`src/rtl/rmii_tx_scheduler.sv`:
```
// rtl/rmii_tx_scheduler.sv - round-robin RMII transmit scheduler
// Arbitrates NUM_REQ byte sources, adds preamble/SFD, serialises LSB-first dibits, enforces IFG.
module rmii_tx_scheduler #(
  parameter int NUM_REQ         = 2,
  parameter int IFG_CLKS        = 48,
  parameter int MAX_FRAME_BYTES = 1522
) (
  input  logic                   clk_50MHz,
  input  logic                   rst,
  input  logic [NUM_REQ-1:0]     req_valid,
  input  logic [8*NUM_REQ-1:0]   req_data,
  input  logic [NUM_REQ-1:0]     req_last,
  output logic [NUM_REQ-1:0]     req_ready,
  output logic [NUM_REQ-1:0]     grant,
  output logic                   busy,
  output logic                   underrun,
  output logic                   truncated,
  output logic                   TX_EN,
  output logic                   TX0,
  output logic                   TX1
);
  localparam int PW = (NUM_REQ > 1) ? $clog2(NUM_REQ) : 1;
  localparam int BW = $clog2(MAX_FRAME_BYTES + 1);
  localparam int IW = (IFG_CLKS > 1) ? $clog2(IFG_CLKS) : 1;

  typedef enum logic [1:0] {IDLE, PREAMBLE, DATA, IFG} state_t;

  state_t             state, state_n;
  logic [4:0]         cnt;
  logic [IW-1:0]      ifg_cnt;
  logic [BW-1:0]      byte_cnt;
  logic [7:0]         byte_q;
  logic               last_q;
  logic [PW-1:0]      ptr, gidx, pick, idx_hi, idx_lo;
  logic               found_hi, found_lo, any_req, fetch;
  logic [NUM_REQ-1:0] pick_oh;
  logic               sel_valid, sel_last, cap_limit;
  logic [7:0]         sel_data;
  logic [1:0]         tx;

  // Requesters above the pointer beat those at or below it, lowest index first in each group.
  always_comb begin
    found_hi = 1'b0;
    found_lo = 1'b0;
    idx_hi   = '0;
    idx_lo   = '0;
    for (int i = NUM_REQ - 1; i >= 0; i--) begin
      if (req_valid[i] && (PW'(i) > ptr)) begin
        found_hi = 1'b1;
        idx_hi   = PW'(i);
      end
      if (req_valid[i] && (PW'(i) <= ptr)) begin
        found_lo = 1'b1;
        idx_lo   = PW'(i);
      end
    end
    pick          = found_hi ? idx_hi : idx_lo;
    any_req       = found_hi | found_lo;
    pick_oh       = '0;
    pick_oh[pick] = 1'b1;
  end

  always_comb begin
    sel_valid = 1'b0;
    sel_last  = 1'b0;
    sel_data  = 8'h00;
    for (int i = 0; i < NUM_REQ; i++) begin
      if (gidx == PW'(i)) begin
        sel_valid = req_valid[i];
        sel_last  = req_last[i];
        sel_data  = req_data[8*i +: 8];
      end
    end
  end

  assign cap_limit = (byte_cnt == BW'(MAX_FRAME_BYTES - 1));

  always_comb begin
    state_n = state;
    fetch   = 1'b0;
    case (state)
      IDLE: if (any_req) state_n = PREAMBLE;
      PREAMBLE: begin
        if (cnt == 5'd31) begin
          fetch   = 1'b1;
          state_n = sel_valid ? DATA : IFG;
        end
      end
      DATA: begin
        if (cnt[1:0] == 2'd3) begin
          if (last_q) begin
            state_n = IFG;
          end else begin
            fetch   = 1'b1;
            state_n = sel_valid ? DATA : IFG;
          end
        end
      end
      default: if (ifg_cnt == IW'(IFG_CLKS - 1)) state_n = IDLE;
    endcase
  end

  assign req_ready = fetch ? grant : '0;
  assign busy      = (state != IDLE);
  assign TX0       = tx[0];
  assign TX1       = tx[1];

  always_ff @(posedge clk_50MHz) begin
    if (rst) begin
      state     <= IDLE;
      TX_EN     <= 1'b0;
      tx        <= 2'b00;
      grant     <= '0;
      gidx      <= '0;
      ptr       <= PW'(NUM_REQ - 1);
      underrun  <= 1'b0;
      truncated <= 1'b0;
      cnt       <= '0;
      ifg_cnt   <= '0;
      byte_cnt  <= '0;
      byte_q    <= '0;
      last_q    <= 1'b0;
    end else begin
      state     <= state_n;
      underrun  <= 1'b0;
      truncated <= 1'b0;
      case (state)
        IDLE: begin
          if (any_req) begin
            grant    <= pick_oh;
            gidx     <= pick;
            ptr      <= pick;
            TX_EN    <= 1'b1;
            tx       <= 2'b01;
            cnt      <= '0;
            byte_cnt <= '0;
          end
        end
        PREAMBLE, DATA: begin
          if (fetch) begin
            if (sel_valid) begin
              byte_q    <= sel_data;
              last_q    <= sel_last | cap_limit;
              truncated <= ~sel_last & cap_limit;
              byte_cnt  <= byte_cnt + 1'b1;
              tx        <= sel_data[1:0];
              cnt       <= '0;
            end else begin
              underrun <= 1'b1;
              TX_EN    <= 1'b0;
              tx       <= 2'b00;
              grant    <= '0;
              ifg_cnt  <= '0;
            end
          end else if (state == DATA && cnt[1:0] == 2'd3) begin
            TX_EN   <= 1'b0;
            tx      <= 2'b00;
            grant   <= '0;
            ifg_cnt <= '0;
          end else begin
            cnt <= cnt + 5'd1;
            // tx is loaded with the dibit that follows the one currently on the wire
            if (state == PREAMBLE) tx <= (cnt == 5'd30) ? 2'b11 : 2'b01;
            else if (cnt[1:0] == 2'd0) tx <= byte_q[3:2];
            else if (cnt[1:0] == 2'd1) tx <= byte_q[5:4];
            else tx <= byte_q[7:6];
          end
        end
        default: ifg_cnt <= ifg_cnt + 1'b1;
      endcase
    end
  end
endmodule

```
`config.mk`:
```
export PLATFORM = sky130hd
export DESIGN_NAME = rmii_tx_scheduler
export DESIGN_NICKNAME = d
export VERILOG_FILES = /design/src/rtl/rmii_tx_scheduler.sv
export SDC_FILE = /design/constraint.sdc
export NUM_CORES = 1
export LEC_CHECK = 0
export CORE_AREA = 4 4 72 74
export CTS_BUF_LIST = sky130_fd_sc_hd__clkbuf_16
export DETAILED_ROUTE_END_ITERATION = 8
export DIE_AREA = 0 0 76 78
export PLACE_DENSITY_LB_ADDON = 0.15
export SYNTH_ARGS = -nofsm -noshare
export SYNTH_HDL_FRONTEND = slang
export SYNTH_SLANG_ARGS = --single-unit
```
`constraint.sdc`:
```
create_clock -name clk_50MHz -period 2.4 [get_ports clk_50MHz]
set_input_delay 0.72 -clock clk_50MHz [delete_from_list [all_inputs] [get_ports clk_50MHz]]
set_output_delay 0.72 -clock clk_50MHz [all_outputs]
set_load 0.02 [all_outputs]
```
==> results summary, run 1 <==
By startpoint and endpoint, the worst setup path is classified as reg2out. Routed signal wires occupy layers up through met4. The layout overhead on the synthesized area is 31.6%.

In this run the register-to-register setup slack is approximately 0.15 ns. The summed instance area of the synthesized netlist came out at 2450 µm². The number of instances in the synthesized netlist came out at between 200 and 300. The sequential-to-total area share from yosys stat is 0.327. The wire length of the first global-routing pass is ~11000 µm. The worst hold path belongs to the class reg2reg. The total of flip-flops plus latches after synthesis came out at 40.

The count of flip-flops with a built-in enable after synthesis came out at 0. The total setup violations reported at the end of the flow came out at 0. For this run, the detailed router's first-pass iteration total came to 4. The length of routed met3 wiring came out at around 200 µm. The source-to-sink clock delay at the later pin of the worst-skew pair is around 0.28 ns. The tree is rooted in a sky130_fd_sc_hd__clkbuf_16.

The residual overflow from global routing came out at 0. The achievable frequency is 426 MHz. TritonCTS built the clock tree.

The arrival time reported for the critical path endpoint came out at between 1.5 and 2 ns. Buffers inserted during clock tree synthesis total 5. The number of levels in the clock H-tree came out at 2. The initial antenna violation count is 0. Entering global routing, the biggest net connects 23 pins. For this design the static power due to leakage is 1.18 nW. The power per cell area came out at slightly above 1000 nW/µm². The maximum ir drop on the vdd rail came out at between 0.0005 and 0.0006 V. The number of stages on the worst hold path came out at 2. The highest net fanout along the worst path is 3. At the end of the flow the core is filled with cells to 0.701.

The worst hold path begins at byte_cnt[7]$_SDFFE_PP0P_. The number of antenna repair diodes is 0. The share of synthesized registers carrying an async set or reset came out at 0. Setup repair after global routing left no endpoint under its margin.

The count of final max-slew check failures came out at 0. The layout net count came out at about 390. The die is around 78 µm tall. The I/O pin count came out at 32. In the final layout, the share of cells above drive strength 1 is 0.187. The routed wire length per instance came out at about 16 µm. The layout has between 300 and 400 filler cells.

The width of the die is about 76 µm. After clock tree synthesis, the clock-pin slew on the worst setup and hold paths is 0.06 ns. The cell taking the most area after synthesis is sky130_fd_sc_hd__dfxtp_1. The portion of the clock cycle consumed by the worst path in the final layout came out at 0.979. The number of hold buffers added after cts came out at 0. The number of library cell types mapped by synthesis is 57. The minimum clock period is about 2.3 ns. The DRC violation count after routing is 0. The count of buffers added on input and output ports is 31. The clock sink count is 40. The detailed route wirelength on metal2 came out at approximately 3300 µm. The flow ran to the end, and the final reports show no timing, DRC or antenna violations. The worst-case clock buffer depth is 2. The DRC marker count from the first detailed-route iteration is about 230.

The number of vias in the routed layout is about 2400. The via count of the first global-routing pass is 2353. Across every metal layer, demand over resource in global routing totals 0.221.

The effective utilization at floorplan is 0.533. Row generation in the floorplan step produced 25 rows. The library cells used most frequently in the layout, excluding fill and tap cells, are 39 x sky130_fd_sc_hd__dfxtp_1, 39 x sky130_fd_sc_hd__buf_4, 28 x sky130_fd_sc_hd__clkdlybuf4s50_1. Detailed placement ended at an HPWL of 4810 µm.

The floorplan step defined a die boundary enclosing approximately 5900 µm². The final-layout setup total negative slack is 0 ns. The most used flip-flop cell after synthesis is sky130_fd_sc_hd__dfxtp_1. Data on the critical path is required at its endpoint by between 1.5 and 2 ns. The routability congestion estimate from global placement is around 0.86. The logic depth of the worst register-to-register path came out at 8. The Yosys step of the flow raised 0 warnings. The worst register-to-register path begins at state[0]$_SDFFE_PP0P_.

The transition time at the pin with the least slew margin came out at around 0.48 ns. The terminating pin of the worst hold path is byte_cnt[7]$_SDFFE_PP0P_. The final cell count without fillers came out at 407. The final count of hold timing violations is 0. By area the synthesized netlist is led by sky130_fd_sc_hd__dfxtp_1 33%, sky130_fd_sc_hd__ha_1 6.1%, sky130_fd_sc_hd__a21oi_1 4.5%, sky130_fd_sc_hd__mux2i_1 4.1%, sky130_fd_sc_hd__a211oi_1 3.7%. The total wire length after detailed routing came out at approximately 6500 µm.

After detailed placement, the design holds a cell count of around 400. The worst setup path is captured at a primary output. The post-detailed-route count of antenna-violating nets is 0.

The headroom to the max-slew limit came out at 0.681. The startpoint type of the worst setup path is a register. In the routed layout, each cell is associated on average with a via count of slightly below 6. The region available for standard cell placement spans about 4600 µm².

The worst setup skew after layout is 0.00520 ns. Across the run, the number of max-cap violations was 0. The mean area per synthesized cell is between 8 and 9 µm². The net count after synthesis is roughly 330.

The endpoint of the most critical register-to-register path is byte_cnt[6]$_SDFFE_PP0P_. The worst hold slack after final layout came out at approximately 0.48 ns. The area fraction of the dominant cell type after synthesis is 0.327. After detailed routing, the wire length on met1 is between 2000 and 3000 µm.
## synthesized netlist by cell type (5+ instances only)
| master | count |
|---|---|
| sky130_fd_sc_hd__nand4_1 | 6 |
| sky130_fd_sc_hd__a211oi_1 | 12 |
| sky130_fd_sc_hd__nor2_1 | 24 |
| sky130_fd_sc_hd__o31ai_1 | 10 |
| sky130_fd_sc_hd__ha_1 | 12 |
| sky130_fd_sc_hd__o32ai_1 | 5 |
| sky130_fd_sc_hd__dfxtp_1 | 40 |
| sky130_fd_sc_hd__nand3_1 | 12 |
| sky130_fd_sc_hd__inv_1 | 13 |
| sky130_fd_sc_hd__mux2i_1 | 10 |
| sky130_fd_sc_hd__nand2_1 | 18 |
| sky130_fd_sc_hd__clkbuf_1 | 5 |
| sky130_fd_sc_hd__o21ai_0 | 10 |
| sky130_fd_sc_hd__or4_1 | 12 |
| sky130_fd_sc_hd__nand2b_1 | 5 |
| sky130_fd_sc_hd__a21oi_1 | 22 |
| sky130_fd_sc_hd__buf_2 | 8 |
## through the flow
| stage | area, µm² | total power [W] | setup WS, ns |
|---|---|---|---|
| floorplan | 2450 | 0.00183 | 0.0578 |
| global placement | 3040 | 0.00244 | -0.0774 |
| detailed placement | 3040 | 0.00247 | -0.105 |
| CTS | 3200 | 0.00324 | 0.0488 |
| global route | 3220 | 0.00348 | 0.00318 |
| finish | 3220 | 0.00328 | 0.0515 |
## how the worst max path moves through the flow
| stage | slack, ns | endpoint | start | cells after the start |
|---|---|---|---|---|
| floorplan | 0.06 | req_ready[0] | cnt[0]$_SDFFE_PP0P_ | 8 |
| global placement | -0.08 | byte_cnt[3]$_SDFFE_PP0P_ | req_valid[1] | 6 |
| detailed placement | -0.10 | byte_cnt[3]$_SDFFE_PP0P_ | req_valid[1] | 6 |
| CTS | 0.05 | req_ready[0] | cnt[0]$_SDFFE_PP0P_ | 8 |
| global route | 0.003 | req_ready[1] | cnt[0]$_SDFFE_PP0P_ | 8 |
| finish | 0.05 | req_ready[0] | cnt[0]$_SDFFE_PP0P_ | 8 |
## power by group
| group | internal (W) | switching (W) |
|---|---|---|
| logic | 0.000712 | 0.000976 |
| registers | 0.000751 | 0.0000809 |
| clock network | 0.000488 | 0.000276 |
## layout make-up
cell class              count  area (µm²)  share of cell area
clock inverters             3        42.5              0.0132
flip-flops and latches     40         802               0.249
clock buffers               5         125              0.0388
inverters                  14        56.3              0.0175
well taps                  54        67.6              0.0210
multi-input cells         220        1510               0.469
repair buffers             71         618               0.192
## cells by family (layout without fill, tap and decap cells)
logic type	Yosys count	count (layout)	share of synthesized area
compound gates	87	87	0.249
fa+ha+maj	12	12	0.0613
buf+inv	31	93	0.0577
flops	40	40	0.327
mux	16	16	0.0710
simple gates	105	105	0.234
## critical path, stage by stage, from the launching register on
cell and delay, ns:
sky130_fd_sc_hd__dfxtp_1 0.31, sky130_fd_sc_hd__ha_1 0.20, sky130_fd_sc_hd__and3_1 0.18, sky130_fd_sc_hd__ha_1 0.20
sky130_fd_sc_hd__nand2_1 0.08, sky130_fd_sc_hd__nand2_1 0.08, sky130_fd_sc_hd__nand2_2 0.10, sky130_fd_sc_hd__nor2_1 0.04
sky130_fd_sc_hd__buf_2 0.15
## per-layer routing
layer | global-route usage | vias up
met5 | 0 | -
met4 | 0.0676 | 0
met3 | 0.0371 | 8
met2 | 0.387 | 48
met1 | 0.274 | 1147
li1 | - | 1220
## state kept, by name, indices dropped and copies added (netlist names)
signal     flops
last_q         1
byte_cnt      11
TX_EN          1
grant          2
ptr            1
state          2
tx             2
truncated      1
cnt            5
underrun       1
ifg_cnt        6
gidx           1
byte_q         6
## what timing repair did
action / in CTS / in global routing
setup endpoints to repair: 3 / 6
pin swaps: 0 / 1
setup buffers: 0 / 1
cloned: 0 / 0
gates resized for setup: 10 / 5
Power figures use the tool's default switching activity.
==> inputs of run 2 (changes only) <==
--- a/config.mk
+++ b/config.mk
@@ -9,6 +9,7 @@
 export CTS_BUF_LIST = sky130_fd_sc_hd__clkbuf_16
 export DETAILED_ROUTE_END_ITERATION = 8
 export DIE_AREA = 0 0 76 78
+export GPL_TIMING_DRIVEN = 0
 export PLACE_DENSITY_LB_ADDON = 0.15
 export SYNTH_ARGS = -nofsm -noshare
 export SYNTH_HDL_FRONTEND = slang
==> run 2 against run 1 <==
  * Combinational power fell by 5%
  * Fmax fell by 1.1%
  * Clock skew rose by 0.00096 ns
  * Worst hold slack got worse by 0.0050 ns
  * Clock-buffer cell count did not move
  * Core utilization fell by 1.5 points
  * Global-route usage rose by 1.0 points
  * Clock power fell by 1%
  * Sequential power rose by 0.6%
  * Via count rose by 0.83%
  * Sequential cell count did not move
  * Critical endpoint is now req_ready[1]
  * Largest power group unchanged
==> results summary, run 2 (same netlist as run 1, synthesis figures left out) <==
The estimated wirelength of the detail-placed design is 4670 µm (-2.9%). The sequential cell area in the final layout came out at 803 µm² (+0.16%). The number of vias in the routed layout came out at 2443 (+0.83%). The arrival time reported for the critical path endpoint came out at 1.66 ns (+0.03 ns). The worst setup skew after layout is 0.00616 ns (+0.000959 ns).

The routability congestion estimate from global placement is 0.844 (-1.8%). The headroom to the max-slew limit is 0.598 (-0.0830). Ranked by flip-flop count, first place goes to byte_cnt.

Setup repair after global routing could not meet its margin everywhere. The per-cell via count in the routed design is 6.26 (+5.2%). The combinational share of power was 0.501 (-0.013). The transition time at the pin with the least slew margin came out at 0.602 ns (+0.124 ns).

The area of the core is 4600 µm² (unchanged). The I/O pin count is 32 (unchanged). The worst setup path is captured at a primary output. The layout net count came to 369 (-4.4%). The part of the power in registers came out at 0.263 (+0.010). The via count of the first global-routing pass came to 2354 (+0.042%).

The longest individual stage delay on the worst path came to 0.36 ns (+0.05 ns). The multi-input logic area is 1600 µm² (+5.7%). The fraction of layout instances using a drive strength above 1 is 0.167 (-0.0203).

In the final layout, the registers with the most flip-flops are byte_cnt x11, byte_q x6, ifg_cnt x6. The logic depth of the worst register-to-register path is 11 (+3). The cell sitting at the root of the clock tree is a sky130_fd_sc_hd__clkbuf_16. The required time at the endpoint of the critical path came out at 1.68 ns (about the same). The number of flip-flops under the largest register name is 11 (unchanged).

The worst-case clock buffer depth is 2 (unchanged). In this run the critical register-to-register path is launched from cnt[0]$_SDFFE_PP0P_. The internal power consumption is 0.00183 W (-6.2%). The max-capacitance violation count is 0 (unchanged). The switching component of the power is 0.00136 W (+1.7%). The routed wire length per instance came out at 17.1 µm (+7.7%). The worst hold-check path type is reg2reg.

The run finished with clean final reports. The number of stages on the worst hold path was 2 (unchanged). The portion of the clock cycle consumed by the worst path in the final layout came out at 0.990 (+0.0112).

The critical path start-end classification is reg2out. The highest net fanout along the worst path is 5 (+2). The total die area came out at 5930 µm² (unchanged). The startpoint type of the worst setup path is a register. The most numerous cell type found on the critical path is sky130_fd_sc_hd__nand2_4. The number of filler instances in the final layout is 383 (+4.1%). From synthesis to final layout, the design area changed by 28.9%.

The total setup violations reported at the end of the flow is 0 (unchanged). The maximum ir drop on the vdd rail is 0.000693 V (+24%). The achievable frequency came to 421 MHz (-1.1%). The clock tree from TritonCTS is yes. Tracing the worst setup path back leads to its startpoint at cnt[0]$_SDFFE_PP0P_. The leakage dissipation is 1.11 nW (-5.8%). The post-detailed-route count of antenna-violating nets is 0 (unchanged). The count of input and output buffers came out at 31 (unchanged). The number of cells on the critical path came out at 9 (+1). The power per cell area came out at 1010 nW/µm² (-0.92%). The DRC violation count after routing is 0 (unchanged).

The DRC marker count from the first detailed-route iteration is 205 (-9.3%). The residual overflow from global routing is 0 (unchanged). In the layout the commonest cells are 38 x sky130_fd_sc_hd__dfxtp_1, 26 x sky130_fd_sc_hd__clkdlybuf4s50_1, 22 x sky130_fd_sc_hd__a21oi_1, 22 x sky130_fd_sc_hd__nor2_1, 15 x sky130_fd_sc_hd__nand2_1. The number of buffers created by CTS is 5 (unchanged). The total wire length after detailed routing came to 6680 µm (+3.2%). The least setup slack across all paths after layout is 0.0248 ns (-0.0268 ns). The switching part of the total power was 0.425 (+0.0195). The width of the die is 76 µm (unchanged). The number of core rows came to 25 (unchanged).

The post-place setup slack came to -0.640 ns (-0.535 ns). Walking the worst path, the cells encountered are ha_4 > buf_6 > and3_4 > ha_4 > nand2_4 > nand2_4 > nand2_4 > nor2_4 > buf_6. The clock slew seen by the registers of the worst setup and hold paths is 0.06 ns (about the same). The worst hold path begins at TX_EN$_SDFFE_PP0P_. The largest net degree at the start of global routing was 13 (-43%).

The final-layout setup total negative slack came to 0 ns (unchanged). The most frequent standard cell in the layout excluding fill and tap cells is sky130_fd_sc_hd__dfxtp_1. The kind of cell with the highest combined delay along the critical path is simple AND/OR/NAND/NOR gates. The effective utilization at floorplan is 0.533 (unchanged).

The number of levels in the clock H-tree came out at 2 (unchanged). The number of optimization iterations in the first detailed-route pass is 5 (+1). The chip height came out at 78 µm (unchanged).

The clock share of power came to 0.236 (+0.003). The overall routing resource usage is 0.231 (+0.0101). The initial antenna violation count is 0 (unchanged).

The critical path buffer and inverter count was 2 (+1). The number of hold buffers added after cts came out at 0 (unchanged). The source-to-sink clock delay at the later pin of the worst-skew pair came out at 0.29 ns (about the same). The critical path's slowest cell is sky130_fd_sc_hd__dfxtp_2. The final count of hold timing violations is 0 (unchanged).

The number of antenna repair diodes is 0 (unchanged). The minimum clock period is 2.38 ns (+0.0268 ns). The clock sink count is 40 (unchanged). The wire length of the first global-routing pass came out at 11100 µm (+2.1%). The count of final max-slew check failures is 0 (unchanged).
==> run 2: cell types whose count changed in the layout (fill, tap and decap cells not counted), moves of 2 or more <==
cell                              before  now
sky130_fd_sc_hd__nand2_1              17   15
sky130_fd_sc_hd__nor2_4                0    2
sky130_fd_sc_hd__clkdlybuf4s50_1      28   26
sky130_fd_sc_hd__buf_6                 1    5
sky130_fd_sc_hd__ha_4                  0    2
sky130_fd_sc_hd__ha_1                 12    9
sky130_fd_sc_hd__clkbuf_1              0    3
sky130_fd_sc_hd__nand2_4               0    3
sky130_fd_sc_hd__buf_2                 1    6
sky130_fd_sc_hd__buf_4                39    8
sky130_fd_sc_hd__nor2_1               24   22
==> run 2: power by group through the flow <==
stage | combinational (W) | clock, W | sequential, W
6_report | 0.00160 | 0.000753 | 0.000837
2_1_floorplan | 0.000965 | 0 | 0.000866
4_1_cts | 0.00151 | 0.000763 | 0.000831
3_5_place_dp | 0.00144 | 0 | 0.000848
3_3_place_gp | 0.00142 | 0 | 0.000845
5_1_grt | 0.00174 | 0.000799 | 0.000850
==> run 2: what timing repair did <==
action	CTS	global route
pin swaps	3	2
hold endpoints to repair	0	0
setup endpoints to repair	19	23
gates resized for setup	27	24
setup buffers	6	0
==> run 2: path summary, 6_finish.rpt <==
check,endpoint,slack (ns)
max,req_ready[1],0.02
min,TX_EN$_SDFFE_PP0P_,0.48
max reg2reg,byte_cnt[4]$_SDFFE_PP0P_,0.11
min reg2reg,TX_EN$_SDFFE_PP0P_,0.48
==> run 2: cell type report <==
cell class                 instances  share of cell area
clock buffer                       5              0.0396
multi-input combinational        220               0.507
sequential                        40               0.254
buffer                            17              0.0337
tap                               54              0.0214
timing repair buffer              37               0.114
clock inverter                     3              0.0123
inverter                          14              0.0178
==> run 2: worst min-delay path, delay by kind of cell, from the launching register on <==
family          cells  cell delay, ns
simple gates        1            0.06
compound gates      1            0.06
flops               1            0.31
==> run 2: metal layers <==
layer | vias to the layer above | global-route usage | share of wire
li1 | 1189 | - | -
met1 | 1170 | 0.279 | 0.45
met2 | 72 | 0.394 | 0.49
met3 | 12 | 0.0452 | 0.042
met4 | 0 | 0.103 | 0.019
met5 | - | 0 | 0
==> run 2: stage by stage <==
| stage | total power (W) | utilization | instances | cell area (µm²) | hold WS (ns) |
|---|---|---|---|---|---|
| 2_1_floorplan | 0.00183 | - | 291 | 2450 | 0.448 |
| 3_3_place_gp | 0.00226 | 0.615 | 376 | 2830 | 0.459 |
| 3_5_place_dp | 0.00228 | 0.615 | 376 | 2830 | 0.468 |
| 4_1_cts | 0.00310 | 0.670 | 390 | 3080 | 0.476 |
| 5_1_grt | 0.00339 | 0.687 | 390 | 3160 | 0.509 |
| 6_report | 0.00319 | 0.687 | 390 | 3160 | 0.478 |
